`src/rtl/motor_ctrl_pkg.sv`:
```
// Shared types and constants for the two-motor H-bridge sequencer.
package motor_ctrl_pkg;

    typedef enum logic [1:0] {
        STOP = 2'd0,
        DEAD = 2'd1,
        RUN  = 2'd2
    } chan_state_t;

    localparam logic DIR_FWD = 1'b0;
    localparam logic DIR_REV = 1'b1;

    localparam int unsigned SYNC_STAGES = 2;

endpackage

```
`src/rtl/motor_channel.sv`:
```
// One bridge channel: STOP/DEAD/RUN sequencing, dead-time counter, applied duty
// and registered leg drive. Optional soft start via MOTOR_SOFT_START_EN.
module motor_channel
    import motor_ctrl_pkg::*;
#(
    parameter int unsigned PWM_W       = 8,
    parameter int unsigned DEAD_CYCLES = 1000
) (
    input  logic             clk,
    input  logic             reset,
    input  logic [PWM_W-1:0] cnt,
    input  logic [PWM_W-1:0] speed,
    input  logic             dir,
    input  logic             estop,
    output logic             fwd,
    output logic             rev,
    output logic             running
);

    localparam int unsigned DW = $clog2(DEAD_CYCLES + 1);
    localparam logic [DW-1:0] DEAD_LOAD = DW'(DEAD_CYCLES);

    chan_state_t      state_q, state_d;
    logic             dir_q, dir_d;
    logic [DW-1:0]    dead_q, dead_d;
    logic [PWM_W-1:0] duty_q, duty_d;
    logic [PWM_W-1:0] entry_duty;
    logic             boundary;
    logic             pwm;
    logic             fwd_d, rev_d;

    // Duty applied on the first RUN cycle.
    always_comb begin
`ifdef MOTOR_SOFT_START_EN
        entry_duty = PWM_W'(1);
`else
        entry_duty = speed;
`endif
    end

    // Next state, dead counter, applied duty and leg levels.
    always_comb begin
        state_d  = state_q;
        dir_d    = dir_q;
        dead_d   = dead_q;
        duty_d   = duty_q;
        fwd_d    = 1'b0;
        rev_d    = 1'b0;
        boundary = (cnt == '0);

        if (boundary) begin
`ifdef MOTOR_SOFT_START_EN
            if (speed > duty_q) duty_d = duty_q + PWM_W'(1);
            else                duty_d = speed;
`else
            duty_d = speed;
`endif
        end

        case (state_q)
            STOP: begin
                if (speed != '0 && !estop) begin
                    state_d = RUN;
                    dir_d   = dir;
                    duty_d  = entry_duty;
                end
            end
            RUN: begin
                if (estop || speed == '0 || dir != dir_q) begin
                    state_d = DEAD;
                    dead_d  = DEAD_LOAD;
                end
            end
            DEAD: begin
                if (dead_q == '0) begin
                    if (estop || speed == '0) begin
                        state_d = STOP;
                    end else begin
                        state_d = RUN;
                        dir_d   = dir;
                        duty_d  = entry_duty;
                    end
                end else begin
                    dead_d = dead_q - DW'(1);
                end
            end
            default: state_d = STOP;
        endcase

        // Comparing against the next duty makes a boundary update visible at counter 0.
        pwm = (cnt < duty_d);
        if (state_q == RUN) begin
            fwd_d = pwm && (dir_q == DIR_FWD);
            rev_d = pwm && (dir_q == DIR_REV);
        end
    end

    // State and output registers.
    always_ff @(posedge clk) begin
        if (reset) begin
            state_q <= STOP;
            dir_q   <= DIR_FWD;
            dead_q  <= '0;
            duty_q  <= '0;
            fwd     <= 1'b0;
            rev     <= 1'b0;
            running <= 1'b0;
        end else begin
            state_q <= state_d;
            dir_q   <= dir_d;
            dead_q  <= dead_d;
            duty_q  <= duty_d;
            fwd     <= fwd_d;
            rev     <= rev_d;
            running <= (state_d == RUN);
        end
    end

endmodule

```
`src/rtl/motor_pair_ctrl.sv`:
```
// Two-motor H-bridge sequencer: input synchronisers, shared PWM counter and two
// channel instances. Soft start is enabled with MOTOR_SOFT_START_EN.
module motor_pair_ctrl
    import motor_ctrl_pkg::*;
#(
    parameter int unsigned PWM_W       = 8,
    parameter int unsigned DEAD_CYCLES = 1000
) (
    input  logic             clk,
    input  logic             reset,
    input  logic [PWM_W-1:0] a_speed,
    input  logic             a_dir,
    input  logic [PWM_W-1:0] b_speed,
    input  logic             b_dir,
    input  logic             estop,
    output logic             a_fwd,
    output logic             a_rev,
    output logic             b_fwd,
    output logic             b_rev,
    output logic             a_running,
    output logic             b_running
);

    localparam int unsigned CMD_W = 2 * PWM_W + 3;

    logic [CMD_W-1:0]                  cmd_raw;
    logic [CMD_W-1:0]                  cmd_sync;
    logic [SYNC_STAGES-1:0][CMD_W-1:0] sync_q;
    logic [PWM_W-1:0]                  cnt_q;
    logic [PWM_W-1:0]                  a_speed_s, b_speed_s;
    logic                              a_dir_s, b_dir_s, estop_s;

    assign cmd_raw  = {estop, b_dir, b_speed, a_dir, a_speed};
    assign cmd_sync = sync_q[SYNC_STAGES-1];
    assign {estop_s, b_dir_s, b_speed_s, a_dir_s, a_speed_s} = cmd_sync;

    // Multi-stage synchroniser for all command inputs and estop.
    always_ff @(posedge clk) begin
        if (reset) sync_q <= '0;
        else       sync_q <= {sync_q[SYNC_STAGES-2:0], cmd_raw};
    end

    // Shared free-running PWM counter; wraps every 2^PWM_W clocks.
    always_ff @(posedge clk) begin
        if (reset) cnt_q <= '0;
        else       cnt_q <= cnt_q + PWM_W'(1);
    end

    motor_channel #(.PWM_W(PWM_W), .DEAD_CYCLES(DEAD_CYCLES)) u_chan_a (
        .clk     (clk),
        .reset   (reset),
        .cnt     (cnt_q),
        .speed   (a_speed_s),
        .dir     (a_dir_s),
        .estop   (estop_s),
        .fwd     (a_fwd),
        .rev     (a_rev),
        .running (a_running)
    );

    motor_channel #(.PWM_W(PWM_W), .DEAD_CYCLES(DEAD_CYCLES)) u_chan_b (
        .clk     (clk),
        .reset   (reset),
        .cnt     (cnt_q),
        .speed   (b_speed_s),
        .dir     (b_dir_s),
        .estop   (estop_s),
        .fwd     (b_fwd),
        .rev     (b_rev),
        .running (b_running)
    );

endmodule
```
`config.mk`:
```
export PLATFORM = sky130hd
export DESIGN_NAME = motor_pair_ctrl
export DESIGN_NICKNAME = d
export VERILOG_FILES = /design/src/rtl/motor_ctrl_pkg.sv /design/src/rtl/motor_channel.sv /design/src/rtl/motor_pair_ctrl.sv
export SDC_FILE = /design/constraint.sdc
export NUM_CORES = 1
export LEC_CHECK = 0
export CAP_MARGIN = 20
export CELL_PAD_IN_SITES_DETAIL_PLACEMENT = 0
export CELL_PAD_IN_SITES_GLOBAL_PLACEMENT = 2
export CORE_ASPECT_RATIO = 1.4
export CORE_MARGIN = 3
export CORE_UTILIZATION = 37
export DETAILED_ROUTE_END_ITERATION = 6
export PLACE_DENSITY = 0.81
export SYNTH_ARGS = -nofsm -noshare
export SYNTH_HDL_FRONTEND = slang
export SYNTH_SLANG_ARGS = --single-unit
export TNS_END_PERCENT = 5
```
`constraint.sdc`:
```
create_clock -name clk -period 3.7 [get_ports clk]
set_clock_uncertainty 0.05 [all_clocks]
set_input_delay 0.925 -clock clk [delete_from_list [all_inputs] [get_ports clk]]
set_output_delay 0.925 -clock clk [all_outputs]
set_load 0.05 [all_outputs]
```
==> run metrics <==
count leader, synth=dfxtp_1; P_leak=2.01 nW; Synth warnings=0; DRT antenna net count=0; Die Ht=136 µm; DRC viols=0; Final Max Slew Viols=0; HP Start=sync_q[8]$_SDFF_PP0_; # hold bufs at CTS=0; initial core utilization=38.6%; post-synthesis cell count=488; Iteration-0 DRC Markers=138; GPL Wtd Cong=0.823; Sequential Power Share=39.0%; crit path capture type=flip-flop; Final Routed Wirelength=10.3 mm; share of cells above drive strength 1=10.6%; Clk network pwr share=27.7%; first-pass GRT wire length=17.6 mm; Synth cell types=61; Setup CP Type=flip-flop to flip-flop; syn_area_per_cell=9.16 µm²; CORE AREA=11600 µm²; CP required=3890 ps; I/O Pins=27; Hold WC Path Type=flip-flop to flip-flop; Main synth FF type=dfxtp_1; Switching Share=37.2%; cts bufs inserted=9; Setup-failing EPs final=0; Fin. Hold Viols=0; Die Wd=98.9 µm; CP Launch Type=flip-flop; Met3 Routed Length=254 µm; switching pwr=1.21 mW; worst r2r src=u_chan_a.state_q[1]$_SDFF_PP0_; Die Area=13500 µm²; Synth top cells by count=dfxtp_1 (94), nor2_1 (41), nor2b_1 (40); met2 routed WL=5.08 mm; Worst-Skew Late Latency=340 ps; dpl ws=162 ps; GRT overflow=0; fin crit share=92.3%; clk slew on worst S/H paths=70 ps; Max Used Layer=met4; post-detail-place hpwl=7.47 mm; max-cap violation count=0; CTS tree=built; M1 wire length=4.81 mm; # nets final=571; Max Clk Rate=293 MHz; Clock Path Buffers=2; Peak supply drop=0.270 mV; Area Overhead vs Synth=17.6%; sequential area share after synthesis=42.1%; GRT Util Overall=16.1%; CTS root buf=clkbuf_16; Pwr Total=3.26 mW; Synth area leader=dfxtp_1; Final Worst Setup Slack=287 ps; Slew HR=45.0%; depth of the CTS H-tree=3; crit path max fanout=7; initial antenna violation count=0; # fillers=1140; minimum clock period=3410 ps; Crit. Startpoint=u_chan_a.state_q[1]$_SDFF_PP0_; drt via density=5.50; synthesized area=4470 µm²; Comb pwr share=33.3%; status=complete, no violations; worst-margin pin slew=815 ps; via count=3689; Pre-antenna DRT Iters=4; Post-synth ARST share=0%; Post-Synthesis Net Count=537; Routed WL per cell=15.3 µm; P per Cell Area=620 nW/µm²; Internal=2.05 mW; WP data arrival=3600 ps; clock sinks=94; #FFs+latches synth=94; Core Rows=46; largest net degree at the start of global routing=51; number of global-route vias before repair=3600; top post-synthesis cells by area=dfxtp_1 (42%), ha_1 (7.8%), nor2b_1 (5.6%), a21oi_1 (3.9%), nor2_1 (3.4%); post-synth top area share=42.1%; Post-synth EDFFs=0; port bufs=26; antenna diode count=0; setup tns final=0 ps
[area by class of cell]
type                            count  area [µm²]  share of cell area, %
Multi-Input combinational cell    358        2470                   47.1
Sequential cell                    94        1880                   35.8
Timing Repair Buffer               40         360                   6.86
Clock buffer                        9         225                   4.29
Tap cell                          144         180                   3.43
Inverter                           19        71.3                   1.36
Clock inverter                      7        62.6                   1.19
[routing by layer]
metal | GRT usage (%) | vias to the layer above
li1 | - | 1864
met1 | 20.8 | 1778
met2 | 27.2 | 38
met3 | 3.13 | 9
met4 | 4.48 | 0
met5 | 0 | -
[worst max-delay path, cell delays in order, from the launching register on]
cell,delay [ps]
dfxtp_1,350
inv_1,90
ha_1,300
or4b_2,600
or4_1,420
o311ai_1,150
a32oi_2,110
ha_1,320
o21ai_0,90
o211ai_1,350
nor4b_2,110
a21oi_1,150
a21bo_2,220
[flip-flops by register name, summed over array words and instances, names as in the netlist]
name,flops
u_chan_a.dead_q,10
u_chan_b.duty_q,8
u_chan_b.dir_q,1
u_chan_b.rev,1
u_chan_a.rev,1
u_chan_a.state_q,2
u_chan_a.running,1
u_chan_a.duty_q,8
cmd_sync,19
u_chan_b.state_q,2
u_chan_a.fwd,1
u_chan_b.fwd,1
u_chan_b.running,1
u_chan_b.dead_q,10
u_chan_a.dir_q,1
sync_q,19
cnt_q,8
[power groups by stage]
stage                     sequential, mW  combinational (mW)  clock [mW]
after detailed placement            1.29                1.07           0
after floorplan                     1.30               0.771           0
after global placement              1.29                1.06           0
final                               1.27                1.08       0.902
after global routing                1.29                1.22       0.973
after CTS                           1.27                1.07       0.934
[stage by stage]
| stage | hold slack, ps | utilization [%] | std cells | cell area (µm²) |
|---|---|---|---|---|
| finish | 384 | 45.4 | 671 | 5260 |
| floorplan | 364 | - | 488 | 4470 |
| detailed placement | 373 | 42.6 | 653 | 4930 |
| global placement | 368 | 42.6 | 653 | 4930 |
| global route | 402 | 45.4 | 671 | 5260 |
| CTS | 389 | 45.1 | 669 | 5220 |
[layout by cell type (no fill, tap or decap), drive strengths merged, types with 7 or more instances in the layout]
| cell | count |
|---|---|
| or3 | 9 |
| nor2b | 40 |
| clkbuf | 9 |
| nor3 | 8 |
| or4 | 15 |
| buf | 15 |
| nor2 | 41 |
| a21oi | 36 |
| nand2 | 17 |
| nand4 | 9 |
| clkdlybuf4s50 | 25 |
| nor4 | 8 |
| o31ai | 7 |
| dfxtp | 94 |
| nand3 | 17 |
| a31oi | 9 |
| o21ai | 28 |
| ha | 28 |
| inv | 24 |
| a22oi | 12 |
[cells by family after synthesis]
family	count (synthesis)	synth area share (%)
fa+ha+maj	28	7.84
mux	4	0.952
buf+inv	36	3.05
flops	94	42.1
simple gates	186	24.0
compound gates	130	20.0
xor+xnor	10	1.96
[worst paths after layout]
path	depth (start not counted)	slack, ps	end
max	12	290	u_chan_a.rev$_SDFF_PP0_
min	1	380	cmd_sync[8]$_SDFF_PP0_
max reg2reg	12	290	u_chan_a.rev$_SDFF_PP0_
min reg2reg	1	380	cmd_sync[8]$_SDFF_PP0_
[repair_timing]
item	CTS	global route
setup endpoints to repair	0	2
buffers inserted	0	2
resized for setup	0	4
Power figures use the tool's default switching activity.
